`src/rtl/conv_frame_sequencer_pkg.sv`:
```
// Shared constants and types for the convolution frame sequencer.
//   Def*          default frame geometry and watchdog limit
//   DataW         width of the engine result word
//   seq_state_e   sequencer FSM states
//   cnt_width()   counter width for a count range of n (at least 1 bit)
package conv_frame_sequencer_pkg;

    localparam int unsigned DefImageWidth  = 128;
    localparam int unsigned DefImageHeight = 128;
    localparam int unsigned DefFilterWidth  = 3;
    localparam int unsigned DefFilterHeight = 3;
    localparam int unsigned DefTimeoutCyc  = 65536;
    localparam int unsigned DataW          = 13;

    typedef enum logic [2:0] {
        StIdle,
        StLoad,
        StCompute,
        StDrain,
        StDone,
        StErr
    } seq_state_e;

    function automatic int unsigned cnt_width(input int unsigned n);
        return (n > 1) ? $clog2(n) : 1;
    endfunction

endpackage

```
`src/rtl/conv_frame_sequencer_raster_counter.sv`:
```
// Raster-order position counter (column fastest, row slowest).
//   clk_i, rst_ni  clock, asynchronous active-low reset
//   clr_i          return to (0,0); wins over inc_i
//   inc_i          advance one position; wraps to (0,0) after the last one
//   row_o, col_o   current position
//   last_o         current position is (ROWS-1, COLS-1)
module conv_frame_sequencer_raster_counter #(
    parameter int unsigned COLS  = 4,
    parameter int unsigned ROWS  = 4,
    parameter int unsigned COL_W = 2,
    parameter int unsigned ROW_W = 2
) (
    input  logic             clk_i,
    input  logic             rst_ni,
    input  logic             clr_i,
    input  logic             inc_i,
    output logic [ROW_W-1:0] row_o,
    output logic [COL_W-1:0] col_o,
    output logic             last_o
);

    logic [COL_W-1:0] col_q, col_d;
    logic [ROW_W-1:0] row_q, row_d;
    logic             col_end;

    assign col_end = (col_q == COL_W'(COLS - 1));
    assign last_o  = col_end && (row_q == ROW_W'(ROWS - 1));
    assign row_o   = row_q;
    assign col_o   = col_q;

    always_comb begin
        col_d = col_q;
        row_d = row_q;
        if (clr_i) begin
            col_d = '0;
            row_d = '0;
        end else if (inc_i) begin
            if (col_end) begin
                col_d = '0;
                row_d = last_o ? '0 : row_q + 1'b1;
            end else begin
                col_d = col_q + 1'b1;
            end
        end
    end

    always_ff @(posedge clk_i or negedge rst_ni) begin
        if (!rst_ni) begin
            col_q <= '0;
            row_q <= '0;
        end else begin
            col_q <= col_d;
            row_q <= row_d;
        end
    end

endmodule

```
`src/rtl/conv_frame_sequencer.sv`:
```
// Frame-level controller for the 3-channel convolution engine: loads one RGB frame
// (valid/ready), waits for the engine, and streams the results out with raster coordinates.
//   clk_i, rst_ni        clock, asynchronous active-low reset
//   start_i, abort_i     begin frame (IDLE/ERR only) / cancel frame (any state, top priority)
//   pix_valid_i          source pixel available
//   pix_ready_o          sequencer accepts pixels (LOAD)
//   load_en_o            engine load strobe = pix_valid_i & pix_ready_o
//   dp_save_i, dp_e_i    engine result valid / result word
//   out_valid_o, out_data_o, out_row_o, out_col_o, out_last_o   registered result stream
//   busy_o               not idle
//   frame_done_o         one-cycle pulse once the frame is fully drained
//   timeout_err_o        sticky watchdog flag; cleared by accepted start or reset
module conv_frame_sequencer
    import conv_frame_sequencer_pkg::*;
#(
    parameter int unsigned IMAGE_WIDTH   = DefImageWidth,
    parameter int unsigned IMAGE_HEIGHT  = DefImageHeight,
    parameter int unsigned FILTER_WIDTH  = DefFilterWidth,
    parameter int unsigned FILTER_HEIGHT = DefFilterHeight,
    parameter int unsigned TIMEOUT_CYC   = DefTimeoutCyc,
    localparam int unsigned ColW = cnt_width(IMAGE_WIDTH),
    localparam int unsigned RowW = cnt_width(IMAGE_HEIGHT)
) (
    input  logic             clk_i,
    input  logic             rst_ni,
    input  logic             start_i,
    input  logic             abort_i,
    input  logic             pix_valid_i,
    output logic             pix_ready_o,
    output logic             load_en_o,
    input  logic             dp_save_i,
    input  logic [DataW-1:0] dp_e_i,
    output logic             out_valid_o,
    output logic [DataW-1:0] out_data_o,
    output logic [RowW-1:0]  out_row_o,
    output logic [ColW-1:0]  out_col_o,
    output logic             out_last_o,
    output logic             busy_o,
    output logic             frame_done_o,
    output logic             timeout_err_o
);

    localparam int unsigned OutW = IMAGE_WIDTH - FILTER_WIDTH + 1;
    localparam int unsigned OutH = IMAGE_HEIGHT - FILTER_HEIGHT + 1;
    localparam int unsigned WdW  = cnt_width(TIMEOUT_CYC);
    localparam logic [WdW-1:0] WdMax = WdW'(TIMEOUT_CYC - 1);

    seq_state_e       state_q, state_d;
    logic [WdW-1:0]   wdog_q, wdog_d;
    logic             timeout_err_q, timeout_err_d;
    logic             out_valid_q, out_last_q, frame_done_q;
    logic [DataW-1:0] out_data_q;
    logic [RowW-1:0]  out_row_q;
    logic [ColW-1:0]  out_col_q;

    logic             start_acc, capture, cnt_clr;
    logic             ld_last, dr_last;
    logic [RowW-1:0]  ld_row, dr_row;
    logic [ColW-1:0]  ld_col, dr_col;
    logic             unused_ld_pos;

    assign pix_ready_o = (state_q == StLoad);
    assign load_en_o   = pix_valid_i & pix_ready_o;
    assign busy_o      = (state_q != StIdle);

    assign start_acc = start_i & ~abort_i & ((state_q == StIdle) | (state_q == StErr));
    // The first result may arrive while still in COMPUTE; it is captured, not dropped.
    assign capture   = dp_save_i & ~abort_i & ((state_q == StCompute) | (state_q == StDrain));
    assign cnt_clr   = start_acc | abort_i;

    // Only the end-of-frame flag of the load counter matters.
    assign unused_ld_pos = ^{ld_row, ld_col};

    conv_frame_sequencer_raster_counter #(
        .COLS  (IMAGE_WIDTH),
        .ROWS  (IMAGE_HEIGHT),
        .COL_W (ColW),
        .ROW_W (RowW)
    ) u_load_cnt (
        .clk_i  (clk_i),
        .rst_ni (rst_ni),
        .clr_i  (cnt_clr),
        .inc_i  (load_en_o),
        .row_o  (ld_row),
        .col_o  (ld_col),
        .last_o (ld_last)
    );

    conv_frame_sequencer_raster_counter #(
        .COLS  (OutW),
        .ROWS  (OutH),
        .COL_W (ColW),
        .ROW_W (RowW)
    ) u_drain_cnt (
        .clk_i  (clk_i),
        .rst_ni (rst_ni),
        .clr_i  (cnt_clr),
        .inc_i  (capture),
        .row_o  (dr_row),
        .col_o  (dr_col),
        .last_o (dr_last)
    );

    always_comb begin
        state_d       = state_q;
        wdog_d        = '0;
        timeout_err_d = timeout_err_q;
        if (start_acc) begin
            timeout_err_d = 1'b0;
        end
        if (abort_i) begin
            state_d = StIdle;
        end else begin
            unique case (state_q)
                StIdle: begin
                    if (start_i) state_d = StLoad;
                end
                StLoad: begin
                    if (load_en_o && ld_last) state_d = StCompute;
                end
                StCompute: begin
                    if (dp_save_i) begin
                        state_d = dr_last ? StDone : StDrain;
                    end else if (wdog_q == WdMax) begin
                        state_d       = StErr;
                        timeout_err_d = 1'b1;
                    end else begin
                        wdog_d = wdog_q + 1'b1;
                    end
                end
                StDrain: begin
                    if (dp_save_i && dr_last) state_d = StDone;
                end
                StDone: begin
                    state_d = StIdle;
                end
                StErr: begin
                    if (start_i) state_d = StLoad;
                end
                default: begin
                    state_d = StIdle;
                end
            endcase
        end
    end

    always_ff @(posedge clk_i or negedge rst_ni) begin
        if (!rst_ni) begin
            state_q       <= StIdle;
            wdog_q        <= '0;
            timeout_err_q <= 1'b0;
            out_valid_q   <= 1'b0;
            out_last_q    <= 1'b0;
            frame_done_q  <= 1'b0;
            out_data_q    <= '0;
            out_row_q     <= '0;
            out_col_q     <= '0;
        end else begin
            state_q       <= state_d;
            wdog_q        <= wdog_d;
            timeout_err_q <= timeout_err_d;
            out_valid_q   <= capture;
            out_last_q    <= capture & dr_last;
            // Registered from DONE, so the pulse lands one cycle after out_last.
            frame_done_q  <= (state_q == StDone) & ~abort_i;
            if (capture) begin
                out_data_q <= dp_e_i;
                out_row_q  <= dr_row;
                out_col_q  <= dr_col;
            end
        end
    end

    assign out_valid_o   = out_valid_q;
    assign out_last_o    = out_last_q;
    assign out_data_o    = out_data_q;
    assign out_row_o     = out_row_q;
    assign out_col_o     = out_col_q;
    assign frame_done_o  = frame_done_q;
    assign timeout_err_o = timeout_err_q;

endmodule

```
`config.mk`:
```
export PLATFORM = sky130hd
export DESIGN_NAME = conv_frame_sequencer
export DESIGN_NICKNAME = d
export VERILOG_FILES = /design/src/rtl/conv_frame_sequencer_pkg.sv /design/src/rtl/conv_frame_sequencer_raster_counter.sv /design/src/rtl/conv_frame_sequencer.sv
export SDC_FILE = /design/constraint.sdc
export NUM_CORES = 1
export LEC_CHECK = 0
export CAP_MARGIN = 20
export CORE_MARGIN = 3
export CORE_UTILIZATION = 35
export DETAILED_ROUTE_END_ITERATION = 10
export PLACE_DENSITY = 0.64
export SLEW_MARGIN = 0
export SYNTH_ARGS = -nofsm -noshare
export SYNTH_HDL_FRONTEND = slang
export SYNTH_SLANG_ARGS = --single-unit
```
`constraint.sdc`:
```
create_clock -name clk_i -period 1.8 [get_ports clk_i]
set_input_delay 0.18 -clock clk_i [delete_from_list [all_inputs] [get_ports clk_i]]
set_output_delay 0.18 -clock clk_i [all_outputs]
set_load 0.03 [all_outputs]
```
After elaboration in Yosys (flattened, before gate mapping)
Index checks and enable logic that the tools add are counted.
{ "op_classes": {"add_sub_neg": 5, "eq_ne": 14, "n_mux": 31, "n_bitwise": 11, "n_reduce_logical": 14} }
{ "op_table": {"columns": ["operator", "count"], "rows": [
  ["7-bit two-way mux", 14],
  ["16-bit two-way mux", 4],
  ["7-bit by 1-bit adder with 7-bit output (second input constant)", 4],
  ["7-bit == test (second input constant)", 4],
  ["3-bit two-way mux", 7],
  ["16-bit by 1-bit adder with 16-bit output (second input constant)", 1],
  ["16-bit == test (second input constant)", 1],
  ["3-bit case mux with 4 select lines", 1],
  ["2-bit nonzero test", 4],
  ["1-bit bitwise AND", 7],
  ["3-bit by 2-bit == test with 1-bit output (second input constant)", 2],
  ["3-bit == test (second input constant)", 2],
  ["3-bit by 2-bit inequality test with 1-bit output (second input constant)", 2],
  ["1-bit two-way mux", 5],
  ["1-bit logical AND", 4],
  ["4-bit by 3-bit inequality test with 1-bit output (second input constant)", 1],
  ["2-bit AND reduction", 2],
  ["4-bit AND reduction", 1],
  ["3-bit by 1-bit == test with 1-bit output (second input constant)", 1],
  ["3-bit logical NOT", 1],
  ["3-bit by 1-bit inequality test with 1-bit output (second input constant)", 1],
  ["1-bit bitwise OR", 3],
  ["3-bit nonzero test", 1],
  ["2-bit OR reduction", 1],
  ["1-bit NOT", 1]
]} }
{ "totals": {"ff_bits": 78, "inputBits": 19} }

Logic depth before layout (Yosys ltp)
Gate-level depths: netlist of run 1.
{ "depth": {"ltp_word": 8, "depth_mapped": 8, "ltp_nobuf": 7} }

Modules after synthesis
From an unflattened synthesis of run 1, not the netlist that was laid out.
{ "unflattened": {"hier_cells": 365, "area_unflattened_um2": 3897.5} }
{ "by_module_without_submodules": {"columns": ["mod", "instances", "cells_each", "area_per_inst_um2", "seq_area_each_um2"], "rows": [
  ["conv_frame_sequencer", 1, 184, 2238.4, 1251.2],
  ["conv_frame_sequencer_raster_counter (u_drain_cnt)", 1, 99, 884.6, 350.3],
  ["conv_frame_sequencer_raster_counter (u_load_cnt)", 1, 82, 774.5, 350.3]
]} }

Least setup slack after synthesis of run 1
Ideal clock, no wire load.
{ "synth_timing": {"kind": "flip-flop to flip-flop", "startpoint": "register u_drain_cnt.col_q[1] (netlist: u_drain_cnt.col_o[1])", "endpoint": "register state_q[2]", "t_arrival_ps": 1793, "required_ps": 1672, "setup_slack_ps": -121, "stages_incl_launch_ff": 8, "path_buffers": 0, "period_less_slack_ps": 1921, "path_cell_list": "dfrtp_1 -> inv_1 -> ha_1 -> nand2_1 -> nor4_4 -> a211oi_2 -> nor4_2 -> mux2_1"} }
{ "synth_via": {"elab_chain_cells": 6} }
{ "synth_lines": {"columns": ["element", "line_no", "text"], "rows": [
  ["start, declared", "conv_frame_sequencer_raster_counter.sv:22", "logic [COL_W-1:0] col_q, col_d;"],
  ["start signal, assigned", "conv_frame_sequencer_raster_counter.sv:52", "col_q <= col_d;"],
  ["7-bit == test (*)", "conv_frame_sequencer_raster_counter.sv:26", "assign col_end = (col_q == COL_W'(COLS - 1));"],
  ["1-bit logical AND (*)", "conv_frame_sequencer_raster_counter.sv:27", "assign last_o = col_end && (row_q == ROW_W'(ROWS - 1));"],
  ["3-bit two-way mux", "conv_frame_sequencer.sv:123", "state_d = dr_last ? StDone : StDrain;"],
  ["3-bit two-way mux", "conv_frame_sequencer.sv:122", "if (dp_save_i) begin"],
  ["3-bit case mux with 4 select lines", "conv_frame_sequencer.sv:114", "unique case (state_q)"],
  ["3-bit two-way mux", "conv_frame_sequencer.sv:111", "if (abort_i) begin"],
  ["end signal, assigned", "conv_frame_sequencer.sv:149", "state_q <= StIdle;"],
  ["end signal, assigned", "conv_frame_sequencer.sv:159", "state_q <= state_d;"],
  ["end, declared", "conv_frame_sequencer.sv:48", "seq_state_e state_q, state_d;"]
]} }
Every way passes the cells marked *; elsewhere a longest branch is shown, timed or not.
A chain may end at the register's enable or synchronous reset.

Worst setup path in the final report of run 1
{ "layout_timing": {"startpoint": "register u_load_cnt.row_q[1] (netlist: u_load_cnt.row_o[1])", "endpoint": "register state_q[2]"} }
{ "layout_via": {"elab_chain_cells": 5} }
{ "layout_lines": {"columns": ["element", "line_no", "text"], "rows": [
  ["start, declared", "conv_frame_sequencer_raster_counter.sv:23", "logic [ROW_W-1:0] row_q, row_d;"],
  ["start signal, assigned", "conv_frame_sequencer_raster_counter.sv:53", "row_q <= row_d;"],
  ["7-bit == test", "conv_frame_sequencer_raster_counter.sv:27", null],
  ["1-bit logical AND", "conv_frame_sequencer_raster_counter.sv:27", null],
  ["1-bit logical AND", "conv_frame_sequencer.sv:119", "if (load_en_o && ld_last) state_d = StCompute;"],
  ["3-bit by 2-bit inequality test with 1-bit output (no source line)", null, null],
  ["4-bit AND reduction (no source line)", null, null]
]} }
No other way between the ends.

==> flow_summary_export.csv, run 1 <==
group,metric,value,unit
outcome,status,"complete, no violations",
worst_setup_path,crit_type,"reg -> reg",
worst_setup_path,crit_path_max_fanout,3,
timing,maxSlewViolCount,0,
worst_setup_path,r2r-start,"u_load_cnt.row_o[1]",
worst_setup_path,ff2ff_setup_slack,0.04,ns
timing,rsz0062_at_grt,"yes",
synth,synthesis.area,0.00371,sq mm
timing,hold_viol_final,0,
cts,cts_buffers,9,
placed_design,dp_hpwl,5590,microns
floorplan,dieHeight,109,microns
drt,wl_per_cell,13.4,microns
worst_setup_path,cp.required,2.04,ns
global_routing,met3_usage,4.03,%
synth,synth_cells,334,
worst_setup_path,cp_slowest_cell,"dfrtp_1",
worst_setup_path,critPathCaptureType,"flip-flop",
timing,period_minus_slack,1.76,ns
floorplan,io_pins,53,
placed_design,globalplace.congestion,0.776,
floorplan,die-area,0.0119,sq mm
global_routing,grt_pass1_wl,13300,microns
cts,numClockSinks,78,
synth,synthTopCellsByCount,"78 x dfrtp_1, 55 x nor2_1, 27 x mux2_2",
finish,layout.nets,467,
floorplan,initial_core_util,36.9,%
synth,yosysWarnings,0,
cts,clkSlewWorstSetupHoldPaths,0.08,ns
timing,max_slew_margin,71.2,%
synth,yosys-top-cells-area,"dfrtp_1 53%, mux2_2 8.2%, xor2_1 5.9%",
global_routing,met1_usage,17.9,%
finish,syn_to_final_growth,37.1,%
timing,worstMarginPinSlew,0.433,ns
cts,clk_root_buffer_cell,"clkbuf_8",
synth,syn_area_per_cell,11.1,sq um
finish,n_fill_cell,892,
timing,setup_viol,0,
pwr,leakagePower,2.31,nW
worst_setup_path,rr_endpoint,"state_q[2]",
synth,synth_edf_count,0,
finish,drive_above_1_share,30.5,%
worst_setup_path,path_cells,"ha_2 -> nand2_1 -> nor3_2 -> buf_4 -> a41oi_4 -> nor4_2 -> mux2_1",
worst_setup_path,worstSetupStartpointType,"flip-flop",
flow_run,drv_cap,0,
synth,synthFlopType,"dfrtp_1",
finish,num_antenna_cells,0,
synth,synth_seq_area_share,52.6,%
synth,synth_area_leader_cell,"dfrtp_1",
global_routing,grt_pass1_vias,2826,
worst_setup_path,critPathArrivalTime,1.99,ns
drt,avgViaCountPerCell,4.82,
worst_setup_path,max_stage_delay,0.36,ns
global_routing,antenna_found_initial,0,
drt,wl,7760,microns
synth,synth_top_area_share,52.6,%
drt,num_vias,2789,
worst_setup_path,worstRegToRegCells,7,
placed_design,placed_cells,556,
timing,max_freq,569,MHz
global_routing,grt_util_met2,23.7,%
synth,async_flop_share,100,%
global_routing,grt_start_max_net_pins,49,
timing,holdWs,0.305,ns
cts,clkLatencyLatePin,0.35,ns
drt,first_pass_iters,4,
synth,synth_fp_nets,360,
global_routing,gr-max-usage-layer,"met2",
floorplan,die_w,109,microns
finish,final_cells,579,
drt,postRouteAntennaNets,0,
global_routing,grt_overflow,0,
pwr,ir_worst_vdd,0.733,mV
floorplan,core-area,0.0100,sq mm
synth,ys_ff_latch,78,
cts,cts_tree,"done",
drt,drc_errors,0,
pwr,pwr_density_cell,1080,mW/mm^2
cts,clk_path_buf_depth,2,
placed_design,io_buffers,52,
finish,final_area,0.00509,sq mm
timing,post-route-period-util,97.6,%
synth,ys_types,53,
timing,skew,0.00798,ns
drt,drtIter0Drc,143,
min_path,hp-class,"in -> async",
floorplan,num_rows,36,
cts,htreeDepth,3,
synth,yosysMostFrequentCell,"dfrtp_1",
placed_design,dpl_cell_area,0.00471,sq mm
global_routing,grt_use_total,14.2,%
## cell type report
class                      instances  area, sq um  share of cell area (%)
timing repair buffer             111          971                    19.1
tap                              133          166                    3.27
sequential                        78         1960                    38.4
clock buffer                      10          128                    2.51
inverter                           9         33.8                   0.664
clock inverter                     6          110                    2.16
multi-input combinational        232         1720                    33.9
## worst max path at each step
stage	from	endpoint	cells after the start	slack, ns
floorplan	wdog_q[0]	state_q[2]	6	-0.03
global placement	abort_i	state_q[2]	5	-0.06
detailed placement	dp_save_i	out_data_o[6]	6	-0.06
CTS	wdog_q[1]	state_q[2]	6	-0.003
global route	u_drain_cnt.row_o[1]	state_q[2]	7	-0.07
finish	u_load_cnt.row_o[1]	state_q[2]	7	0.04
## critical path, delay by kind of cell, from the launching register on
kind,cells,cell delay [ns]
adder cells (fa/ha/maj),1,0.18
AO/OA/AOI/OAI,1,0.14
multiplexers,1,0.34
buffers and inverters,1,0.15
flip-flops,1,0.36
AND/OR/NAND/NOR,3,0.48
## kinds of logic (layout without fill, tap and decap cells)
logic type,count (synthesis),count (layout),synth area share [%]
XOR/XNOR,34,34,8.02
AO/OA/AOI/OAI,34,34,6.78
AND/OR/NAND/NOR,126,126,17.5
buffers and inverters,24,136,3.44
adder cells (fa/ha/maj),7,7,2.36
multiplexers,31,31,9.31
flip-flops,78,78,52.6
## report_power, final
part	leakage, nW	internal (mW)	switching, mW
Combinational	1.14	0.836	0.971
Clock	0.112	0.919	0.645
Sequential	1.06	1.97	0.144
## per-layer routing
metal / vias up / wire (microns)
li1: 1365 / -
met1: 1367 / 3490
met2: 48 / 3840
met3: 9 / 373
met4: 0 / 65
met5: - / 0
## metrics by stage
stage / TNS [ns] / total power, mW / worst slack, ns / util (%)
finish: 0 / 5.49 / 0.0432 / 50.7
detailed placement: -0.910 / 3.92 / -0.0588 / 46.9
floorplan: -0.0294 / 3.19 / -0.0294 / -
CTS: -0.00342 / 5.51 / -0.00342 / 49.5
global placement: -0.786 / 3.89 / -0.0609 / 46.9
global route: -0.127 / 5.79 / -0.0722 / 50.7
## timing repair
item | 4_1_cts | 5_1_grt
buffers inserted | 1 | 5
hold buffers | 1 | 0
pin swaps | 3 | 2
endpoints found under the setup margin | 5 | 43
resized for setup | 5 | 24
hold endpoints to repair | 30 | 0
## placed cells by master (no fill, tap or decap), types with 3 or more instances in the layout
master           Yosys  final
dfrtp_1             78     75
buf_4                1     57
nor2_1              55     54
clkdlybuf4s50_1      0     48
mux2_2              27     27
xor2_1              25     24
nand2_1             16     16
nand3_1             11     11
inv_1                9      9
xnor2_1              9      9
clkbuf_8             1      9
and3_1               9      8
nor3_1               8      7
nand4_1              5      5
ha_1                 7      5
o21ai_0              6      4
o211ai_1             4      4
o2111ai_1            6      4
a21oi_1              3      3
mux2i_1              3      3
bufinv_16            0      3
dfrtp_2              0      3
## sequential cells by signal, summed over array words and instances, names as in the netlist
register           count
out_col_o              7
out_last_o             1
timeout_err_o          1
out_valid_o            1
frame_done_o           1
u_load_cnt.col_o       7
state_q                3
u_drain_cnt.row_o      7
out_data_o            13
wdog_q                16
u_drain_cnt.col_o      7
u_load_cnt.row_o       7
out_row_o              7
Note: power is estimated with default switching activity, not from simulation.
==> run 2, diff against run 1 <==
==> constraint.sdc (replaced) <==
create_clock -name clk_i -period 1.8 [get_ports clk_i]
set_input_delay 0.36 -clock clk_i [delete_from_list [all_inputs] [get_ports clk_i]]
set_output_delay 0.36 -clock clk_i [all_outputs]
set_load 0.03 [all_outputs]
==> run 2 against run 1 <==
Net effect:
- the flow now finishes with violations (setup timing)
- fmax down 4.7%
- via count up 2.7%
- clock-buffer cell count down 1
- highest routed layer unchanged
==> flow_summary_export.csv, run 2 (same netlist as run 1, synthesis figures left out) <==
group,metric,value,unit
outcome,status,"complete, but fails checks",
outcome,failed_checks,"setup timing",
timing,skew,0.00620,ns
timing,layout_setup_ws,-0.0443,ns
finish,final_cells,589,
worst_setup_path,critPathBufInv,1,
cts,clk_path_buf_depth,2,
finish,final_common_cell,"dfrtp_1",
timing,max_slew_margin,74.7,%
drt,first_pass_iters,6,
finish,drive_above_1_share,32.7,%
placed_design,placed_cells,562,
timing,worstMarginPinSlew,0.375,ns
drt,num_vias,2865,
timing,max_freq,542,MHz
floorplan,die-area,0.0119,sq mm
global_routing,grt_start_max_net_pins,36,
placed_design,io_buffers,52,
worst_setup_path,r2r-start,"state_q[2]",
worst_setup_path,rr_endpoint,"state_q[2]",
global_routing,grt_use_total,14.8,%
worst_setup_path,max_stage_delay,0.43,ns
drt,wl,8200,microns
finish,regMostFlops,"wdog_q",
timing,post-route-period-util,102,%
cts,cts_tree,"done",
global_routing,grt_pass1_wl,13800,microns
floorplan,initial_core_util,36.9,%
worst_setup_path,path_cells,"buf_4 -> nand2b_4 -> or4_4 -> a21oi_2 -> nor4_2 -> mux2_1",
worst_setup_path,worstSetupStartpointType,"flip-flop",
finish,num_antenna_cells,0,
cts,clkLatencyLatePin,0.35,ns
worst_setup_path,ff2ff_setup_slack,-0.04,ns
timing,period_minus_slack,1.84,ns
worst_setup_path,critPathTopFamily,"simple AND/OR/NAND/NOR gates",
finish,syn_to_final_growth,41.9,%
pwr,ir_worst_vdd,0.664,mV
finish,layout_common_cells,"76 x dfrtp_1, 63 x buf_4, 54 x nor2_1",
worst_setup_path,cp_slowest_cell,"or4_4",
flow_run,drv_cap,0,
cts,cts_buffers,9,
floorplan,num_rows,36,
pwr,leakagePower,2.52,nW
timing,hold_viol_final,0,
drt,avgViaCountPerCell,4.86,
min_path,hp-class,"in -> async",
cts,htreeDepth,3,
floorplan,dieHeight,109,microns
drt,wl_per_cell,13.9,microns
placed_design,dp_hpwl,5880,microns
cts,clk_root_buffer_cell,"clkbuf_8",
cts,numClockSinks,78,
floorplan,die_w,109,microns
global_routing,antenna_found_initial,0,
timing,setup_viol,2,
finish,layout.nets,477,
global_routing,grt_pass1_vias,3021,
finish,largest_register_ffs,16,
timing,maxSlewViolCount,0,
drt,drtIter0Drc,75,
timing,finalSetupTns,-0.0839,ns
finish,n_fill_cell,878,
placed_design,globalplace.congestion,0.837,
worst_setup_path,crit_path_max_fanout,4,
timing,rsz0062_at_grt,"yes",
worst_setup_path,cp.required,2.04,ns
placed_design,pre_cts_ws,-0.276,ns
floorplan,core-area,0.0100,sq mm
drt,drc_errors,0,
drt,postRouteAntennaNets,0,
worst_setup_path,critPathArrivalTime,2.08,ns
cts,clkSlewWorstSetupHoldPaths,0.08,ns
worst_setup_path,critPathCaptureType,"flip-flop",
worst_setup_path,crit_type,"reg -> reg",
worst_setup_path,worstRegToRegCells,6,
global_routing,grt_overflow,0,
floorplan,io_pins,53,
pwr,pwr_density_cell,1120,mW/mm^2
-- run 2: changes by cell type in the layout (fill, tap and decap cells not counted), sizes merged --
| cell | change |
|---|---|
| clkbuf | -3 |
| clkinv | +1 |
| dlymetal6s2s | +6 |
| clkinvlp | -1 |
| bufinv | +1 |
| clkdlybuf4s50 | -6 |
| buf | +12 |
-- run 2: area by class of cell --
class	count	area (sq um)	area share, %
Sequential cell	78	1950	37.1
Multi-Input combinational cell	232	1720	32.7
Timing Repair Buffer	121	1120	21.2
Tap cell	133	166	3.16
Clock inverter	7	145	2.76
Clock buffer	9	124	2.35
Inverter	9	37.5	0.713
-- run 2: timing repair --
action	CTS	global route
pin swaps	1	4
setup endpoints to repair	4	28
endpoints found under the hold margin	25	0
gates resized for setup	9	21
setup buffers	4	6
hold buffers	1	0
cloned	0	1
-- run 2: worst max path at each step --
stage                          start    endpoint  slack [ns]  cells after the start
after floorplan            wdog_q[0]  state_q[2]       -0.03                      6
after global placement       abort_i  state_q[2]       -0.23                      5
after detailed placement     abort_i  state_q[2]       -0.28                      5
after CTS                 state_q[2]   load_en_o       -0.03                      4
after global routing       wdog_q[1]  state_q[2]       -0.12                      6
final                     state_q[2]  state_q[2]       -0.04                      6
-- run 2: per-stage QoR --
stage / hold slack (ns) / instance area [sq um] / power [mW] / utilization, %
2_1_floorplan: 0.0644 / 3720 / 3.19 / -
3_3_place_gp: 0.299 / 4800 / 3.98 / 47.8
3_5_place_dp: 0.301 / 4800 / 4.02 / 47.8
4_1_cts: 0.461 / 5150 / 5.84 / 51.3
5_1_grt: 0.469 / 5270 / 6.20 / 52.4
6_report: 0.462 / 5270 / 5.87 / 52.4
-- run 2: routing by layer --
metal | global-route usage [%] | routed length, microns | part of all wire, % | up-vias
met5 | 0 | 0 | 0 | -
met1 | 17.6 | 3530 | 43 | 1408
li1 | - | - | - | 1390
met2 | 25.4 | 4110 | 50 | 53
met4 | 5.14 | 137 | 1.7 | 0
met3 | 4.38 | 419 | 5.1 | 14
-- run 2: where the power goes --
part / leakage, nW / total (mW) / switching [mW] / internal [mW]
clock network: 0.135 / 1.73 / 0.663 / 1.07
logic: 1.32 / 2.02 / 1.03 / 0.991
registers: 1.06 / 2.12 / 0.150 / 1.97
==> run 3, diff against run 2 <==
- PLACE_DENSITY: 0.64 -> 0.62
- TNS_END_PERCENT: not set -> 1
- clock period: 1.8 -> 2.1 ns (I/O delays scaled with it)
==> run 3 against run 2 <==
Net effect:
- the flow now finishes without violations
- cell count fell by 7.6%
- non-clock buffer count fell by 45
- worst hold slack got worse by 0.41 ns
- worst setup slack improved by 0.16 ns
- sequential share of layout area rose by 4.3 points
- sequential power fell by 14%
- utilization fell by 5.4 points
- critical path depth fell by 3
- critical path type is now reg -> out
==> flow_summary_export.csv, run 3 (same netlist as run 1, synthesis figures left out) <==
group,metric,value,unit
drt,num_vias,2627,
timing,post-route-period-util,94.3,%
timing,layout_setup_ws,0.120,ns
drt,drtIter0Drc,72,
worst_setup_path,crit_type,"reg -> out",
global_routing,grt_overflow,0,
cts,cts_tree,"done",
floorplan,die_w,109,microns
min_path,hp-class,"in -> async",
timing,holdWs,0.0528,ns
finish,syn_to_final_growth,27.3,%
global_routing,antenna_found_initial,0,
floorplan,initial_core_util,36.9,%
drt,avgViaCountPerCell,4.83,
cts,clkLatencyLatePin,0.36,ns
flow_run,drv_cap,0,
floorplan,dieHeight,109,microns
floorplan,num_rows,36,
placed_design,dpl_cell_area,0.00449,sq mm
timing,skew,0.00980,ns
timing,maxSlewViolCount,0,
pwr,ir_worst_vdd,0.532,mV
global_routing,grt_use_total,13.5,%
worst_setup_path,critPathArrivalTime,1.56,ns
placed_design,globalplace.congestion,0.761,
finish,num_antenna_cells,0,
floorplan,die-area,0.0119,sq mm
drt,drc_errors,0,
timing,worstMarginPinSlew,0.498,ns
global_routing,grt_pass1_wl,12500,microns
cts,clk_path_buf_depth,2,
placed_design,pre_cts_ws,-0.0422,ns
placed_design,dp_hpwl,5080,microns
floorplan,core-area,0.0100,sq mm
finish,drive_above_1_share,21.7,%
timing,max_freq,505,MHz
finish,largest_register_ffs,16,
timing,max_slew_margin,66.5,%
cts,clk_root_buffer_cell,"clkbuf_8",
drt,wl,7200,microns
finish,layout.nets,432,
global_routing,grt_pass1_vias,2711,
drt,wl_met1,3290,microns
worst_setup_path,worstSetupStartpointType,"flip-flop",
pwr,pwr_density_cell,923,mW/mm^2
worst_setup_path,critPathCaptureType,"output port",
drt,wl_met3,459,microns
finish,regMostFlops,"wdog_q",
finish,final_common_cell,"dfrtp_1",
cts,clkSlewWorstSetupHoldPaths,0.09,ns
timing,setup_viol,0,
floorplan,io_pins,53,
timing,period_minus_slack,1.98,ns
drt,first_pass_iters,4,
cts,cts_buffers,9,
global_routing,grt_start_max_net_pins,79,
drt,postRouteAntennaNets,0,
drt,routed.top_layer,"met4",
timing,hold_viol_final,0,
placed_design,io_buffers,52,
outcome,status,"complete, no violations",
worst_setup_path,crit_path_max_fanout,10,
drt,wl_met2,3320,microns
finish,layout_common_cells,"76 x dfrtp_1, 54 x nor2_1, 48 x clkdlybuf4s50_1",
worst_setup_path,cp.required,1.68,ns
finish,final_area,0.00472,sq mm
timing,finalSetupTns,0,ns
cts,htreeDepth,3,
pwr,leakagePower,2.10,nW
drt,wl_per_cell,13.2,microns
cts,numClockSinks,78,
-- run 3: cell count changes in the layout (fill, tap and decap cells not counted), moves of 3 or more --
cell             delta
bufinv_16           -3
buf_4              -39
buf_12              -3
dlymetal6s2s_1      -6
clkdlybuf4s50_1     +6
buf_6               -3
-- run 3: power by group --
part           internal (mW)  switching, mW  total [mW]  leakage, nW
clock network          0.555          0.564        1.12       0.0891
registers               1.69          0.145        1.83         1.06
logic                  0.633          0.776        1.41        0.953
total                   2.88           1.49        4.36         2.10
-- run 3: area by class of cell --
class / count / area, sq um
fill: 918 / 5320
clock buffer: 10 / 128
tap: 133 / 166
inverter: 9 / 33.8
clock inverter: 6 / 70.1
multi-input combinational: 232 / 1650
sequential: 78 / 1950
timing repair buffer: 76 / 718
-- run 3: stage by stage --
step | util (%) | power (mW) | instances
6_report | 47.0 | 4.36 | 544
5_1_grt | 47.0 | 4.63 | 544
4_1_cts | 46.7 | 4.42 | 542
3_3_place_gp | 44.7 | 3.27 | 526
2_1_floorplan | - | 2.73 | 334
3_5_place_dp | 44.7 | 3.29 | 526
-- run 3: final timing paths --
path                            cells after the start             endpoint  slack [ns]        from
min in group clk_i                                  1            wdog_q[0]        0.49   wdog_q[0]
worst max-delay path                                3            load_en_o        0.12  state_q[0]
worst max register to register                      6           state_q[2]        0.15   wdog_q[0]
worst min-delay path                                2            wdog_q[6]        0.05      rst_ni
max in group asynchronous                           2  u_load_cnt.row_o[4]        1.70      rst_ni
worst min register to register                      1            wdog_q[0]        0.49   wdog_q[0]
-- run 3: timing repair --
| item | 4_1_cts | 5_1_grt |
|---|---|---|
| hold endpoints to repair | 0 | 0 |
| setup buffers | 0 | 2 |
| setup endpoints to repair | 3 | 3 |
| pin swaps | 0 | 1 |
| gates cloned | 0 | 0 |
| gates resized for setup | 4 | 3 |
| hold buffers | 0 | 0 |
-- run 3: routing by layer --
metal | vias up | GRT usage, %
met5 | - | 0
met4 | 0 | 5.68
met3 | 12 | 4.50
met2 | 52 | 22.2
met1 | 1260 | 16.1
li1 | 1303 | -
-- run 3: critical path, stage by stage (launching register included) --
cell      delay (ns)
dfrtp_2         0.48
nor4bb_4        0.35
buf_4           0.21
buf_4           0.17
==> RTL change 1 (config.mk and constraints of run 3) <==
The package constant `DefTimeoutCyc` goes from 65536 to 16384.
--- a/src/rtl/conv_frame_sequencer_pkg.sv
+++ b/src/rtl/conv_frame_sequencer_pkg.sv
@@ -11,3 +11,3 @@
     localparam int unsigned DefFilterHeight = 3;
-    localparam int unsigned DefTimeoutCyc  = 65536;
+    localparam int unsigned DefTimeoutCyc  = 16384;
     localparam int unsigned DataW          = 13;
Behaviour: no difference found for any inputs over 10 cycles, from zero or initial values and one cycle with rst_ni low; that may be too few to reach the edited logic, so the function may still have changed.
==> RTL change 1 against run 3 <==
- total power decreased by 5.3%
- clock power increased by 9.8%
- first-iteration DRC count increased by 38%
- sequential cell count decreased by 2
- area after synthesis decreased by 3.1%
- cell area decreased by 1.5%
- worst hold slack improved by 430 ps
- worst setup slack got worse by 28 ps
- routed wire length increased by 1.3%
==> RTL change 1: results (changes against run 3) <==
| Metric | Value |
|---|---|
| Cell count after placement | `532 (was 526)` |
| P_int | `2.85 mW (was 2.88 mW)` |
| Post-synthesis sequential area ratio | `0.529 (was 0.526)` |
| Status | `finished, final reports clean (unchanged)` |
| NumNets Final | `437 (was 432)` |
| 1st-iter DRT viols | `99 (was 72)` |
| First-pass GRT wire length | `12700 um (was 12500 um)` |
| Worst Path Max Fanout | `11 (was 10)` |
| Hold Buf Count CTS | `1 (was 0)` |
| Top cells by area, synth | `dfrtp_1 53%, mux2_2 8.5%, nor2_1 4.0%, xor2_1 3.2%, nand2_1 2.8% (was dfrtp_1 53%, mux2_2 8.2%, xor2_1 5.9%, nor2_1 5.6%, ha_1 2.4%)` |
| Layout cell share with drive strength beyond 1 | `0.195 (was 0.217)` |
| R2R cell count | `7 (was 6)` |
| Vias in the first global route | `2678 (was 2711)` |
| Largest net degree at the start of global routing | `34 (was 79)` |
| Unique masters post-synth | `50 (was 53)` |
| Drt wl/cell | `13.3 um (was 13.2 um)` |
| Via Count | `2692 (was 2627)` |
| R2R Path Start | `u_drain_cnt.col_o[1]$_DFFE_PN0P_ (was wdog_q[0]$_DFF_PN0_)` |
| M1 wire length | `3430 um (was 3290 um)` |
| Met3 routed WL | `295 um (was 459 um)` |
| Fin Hold WS | `487 ps (was 52.8 ps)` |
| Critical Path Sink | `busy_o (was load_en_o)` |
| CP arrival | `1590 ps (was 1560 ps)` |
| Max FFs per register | `14 (was 16)` |
| Synth cell count leaders | `76 x dfrtp_1, 38 x nor2_1, 27 x mux2_2, 27 x nand2_1, 18 x a21oi_1 (was 78 x dfrtp_1, 55 x nor2_1, 27 x mux2_2)` |
| HPWL after DPL | `5210 um (was 5080 um)` |
| Clock power share | `0.297 (was 0.256)` |
| Leakage | `2.00 nW (was 2.10 nW)` |
| GPL Wtd Cong | `0.799 (was 0.761)` |
| DP Area | `4430 sq um (was 4490 sq um)` |
| GRT Util Overall | `0.138 (was 0.135)` |
| Met2 Use GR | `0.212 (was 0.222)` |
| Post_cts resized | `2 (was 4)` |
| Tightest Hold Check Type | `reg2reg (was in2async)` |
| Post-Syn Area per Cell | `10.8 sq um (was 11.1 sq um)` |
| Met1 global-route usage | `0.186 (was 0.161)` |
-- RTL change 1: cell families after synthesis --
group / share of synthesized area
buffers and inverters: 0.0236
multiplexers: 0.0901
AO/OA/AOI/OAI: 0.0817
XOR/XNOR: 0.0487
adder cells (fa/ha/maj): 0.0243
AND/OR/NAND/NOR: 0.203
flip-flops: 0.529
-- RTL change 1: layout make-up --
type | count | area [sq um]
clock buffers | 12 | 145
clock inverters | 4 | 72.6
multi-input cells | 240 | 1610
inverters | 7 | 26.3
flip-flops and latches | 76 | 1900
well taps | 133 | 166
fillers | 929 | 5210
repair buffers | 77 | 729
-- RTL change 1: stage by stage --
step / worst slack, ps / setup TNS [ps] / util
after CTS: 35.2 / 0 / 0.471
after global placement: -99.7 / -293 / 0.449
after floorplan: 273 / 0 / -
final: 91.6 / 0 / 0.472
after global routing: 2.07 / 0 / 0.472
after detailed placement: -128 / -502 / 0.449
==> RTL change 2 (settings of run 3) <==
Without the edit above. Re-encode `seq_state_e` (6 states) as Gray code, 3 bits wide.
--- a/src/rtl/conv_frame_sequencer_pkg.sv
+++ b/src/rtl/conv_frame_sequencer_pkg.sv
@@ -15,8 +15,8 @@
     typedef enum logic [2:0] {
-        StIdle,
-        StLoad,
-        StCompute,
-        StDrain,
-        StDone,
-        StErr
+        StIdle    = 3'b000,
+        StLoad    = 3'b001,
+        StCompute = 3'b011,
+        StDrain   = 3'b010,
+        StDone    = 3'b110,
+        StErr     = 3'b111
     } seq_state_e;
Function: no difference found for any inputs over 10 cycles, from zero or initial values and one cycle with rst_ni low; not proved beyond that.
==> RTL change 2 against run 3 <==
- worst setup slack got worse by 33 ps
- highest routed layer unchanged
- total power fell by 5.5%
- die area fell by 1.4%
- routed wire length rose by 3.8%
- core utilization fell by 0.69 points
- critical path type unchanged
- area after synthesis fell by 1.5%
- sequential share of layout area rose by 0.94 points
- cell area fell by 2.4%
- sequential cell count did not move
- first-iteration DRC count rose by 120%
==> RTL change 2: results (changes against run 3) <==
| Metric | Value |
|---|---|
| Status | `finished, final reports clean (unchanged)` |
| Post-Syn Nets | `428 (was 360)` |
| NumNets Final | `495 (was 432)` |
| Worst R2R Setup Slack | `180 ps (was 150 ps)` |
| Clk_skew | `10.0 ps (was 9.80 ps)` |
| Fillcell total | `939 (was 918)` |
| CP arrival | `1590 ps (was 1560 ps)` |
| FF-to-FF End | `u_drain_cnt.row_o[2]$_DFFE_PN0P_ (was state_q[2]$_DFFE_PN0P_)` |
| Synth cell count leaders | `99 x nand2_1, 78 x dfrtp_1, 48 x nor2_1 (was 78 x dfrtp_1, 55 x nor2_1, 27 x mux2_2)` |
| Post-synthesis sequential area ratio | `0.534 (was 0.526)` |
| Top cells by area, synth | `dfrtp_1 53%, nand2_1 10%, nor2_1 4.9%, xor2_1 4.1%, a21oi_1 3.3% (was dfrtp_1 53%, mux2_2 8.2%, xor2_1 5.9%, nor2_1 5.6%, ha_1 2.4%)` |
| GPL Wtd Cong | `0.820 (was 0.761)` |
| Layout cell share with drive strength beyond 1 | `0.0992 (was 0.217)` |
| 1st-iter DRT viols | `160 (was 72)` |
| Synth Area in Compound Gates | `0.0904 (was 0.0678)` |
| Fin Hold WS | `26.0 ps (was 52.8 ps)` |
| Actual slew at the worst max-slew pin | `479 ps (was 498 ps)` |
| Largest net degree at the start of global routing | `44 (was 79)` |
| Via Count | `2918 (was 2627)` |
| Skew-Pair Late Insertion Delay | `340 ps (was 360 ps)` |
| DP Area | `4410 sq um (was 4490 sq um)` |
| R2R Path Start | `state_q[2]$_DFFE_PN0P_ (was wdog_q[0]$_DFF_PN0_)` |
| GRT Util Overall | `0.140 (was 0.135)` |
| Unique masters post-synth | `44 (was 53)` |
| Mux cell area share after synthesis | `0.00548 (was 0.0931)` |
| Post-synthesis adder-cell area fraction | `0.0240 (was 0.0236)` |
| Worst Path Max Fanout | `7 (was 10)` |
| Drt wl/cell | `12.3 um (was 13.2 um)` |
-- RTL change 2: cell types whose count changed in the layout (fill, tap and decap cells not counted), sizes merged, moves of 5 or more --
cell    delta
clkinv     +5
mux2      -28
a21oi     +20
xor2       -8
xnor2      -7
nor2       -7
nand2     +84
nand3      +7
o21ai     +10
or3        +5
-- RTL change 2: per-layer routing --
metal,GRT usage,share of wire,wire [um],vias to the layer above
met1,0.181,0.48,3570,1383
met4,0.0406,0.011,85,0
li1,-,-,-,1482
met5,0,0,0,-
met2,0.230,0.46,3460,48
met3,0.0364,0.048,358,5
-- RTL change 2: cell type report --
type / instances / area (sq um) / share of cell area
clock buffer: 10 / 138 / 0.0298
multi-input combinational: 297 / 1580 / 0.342
sequential: 78 / 1950 / 0.423
inverter: 11 / 41.3 / 0.00895
clock inverter: 6 / 61.3 / 0.0133
tap: 133 / 166 / 0.0361
timing repair buffer: 72 / 677 / 0.147
-- RTL change 2: worst register-to-register path, cell delays in order, from the launching register on --
cell,delay [ps]
dfrtp_1,490
buf_4,190
nor2_1,140
nand3_1,150
clkinv_1,130
nand3_1,120
or3b_2,490
a21oi_1,140
-- RTL change 2: where the power goes --
group	switching, mW	internal [mW]	total [mW]
sequential	0.100	1.65	1.75
combinational	0.746	0.497	1.24
clock	0.548	0.577	1.13
total	1.39	2.73	4.12
-- RTL change 2: cell families after synthesis --
family	after synthesis
simple gates	213
compound gates	56
fa+ha+maj	7
buf+inv	27
flops	78
mux	2
xor+xnor	19
-- RTL change 2: how the worst max path moves through the flow --
stage	start	end	slack [ps]	depth (start not counted)
6_report	state_q[2]$_DFFE_PN0P_	pix_ready_o	90	2
5_1_grt	state_q[2]$_DFFE_PN0P_	pix_ready_o	3	2
4_1_cts	state_q[2]$_DFFE_PN0P_	pix_ready_o	50	2
3_5_place_dp	abort_i	u_drain_cnt.row_o[2]$_DFFE_PN0P_	-40	7
3_3_place_gp	abort_i	u_drain_cnt.row_o[2]$_DFFE_PN0P_	-10	7
2_1_floorplan	state_q[2]$_DFFE_PN0P_	u_load_cnt.row_o[5]$_DFFE_PN0P_	110	7
-- RTL change 2: timing repair --
action                                  in CTS  in global routing
cloned                                       0                  0
endpoints found under the setup margin       2                  1
resized for setup                            3                  1
-- RTL change 2: metrics by stage --
stage / std cells / worst slack, ps
5_1_grt: 607 / 2.80
3_5_place_dp: 591 / -38.1
4_1_cts: 607 / 49.4
6_report: 607 / 87.2
2_1_floorplan: 402 / 109
3_3_place_gp: 591 / -12.1
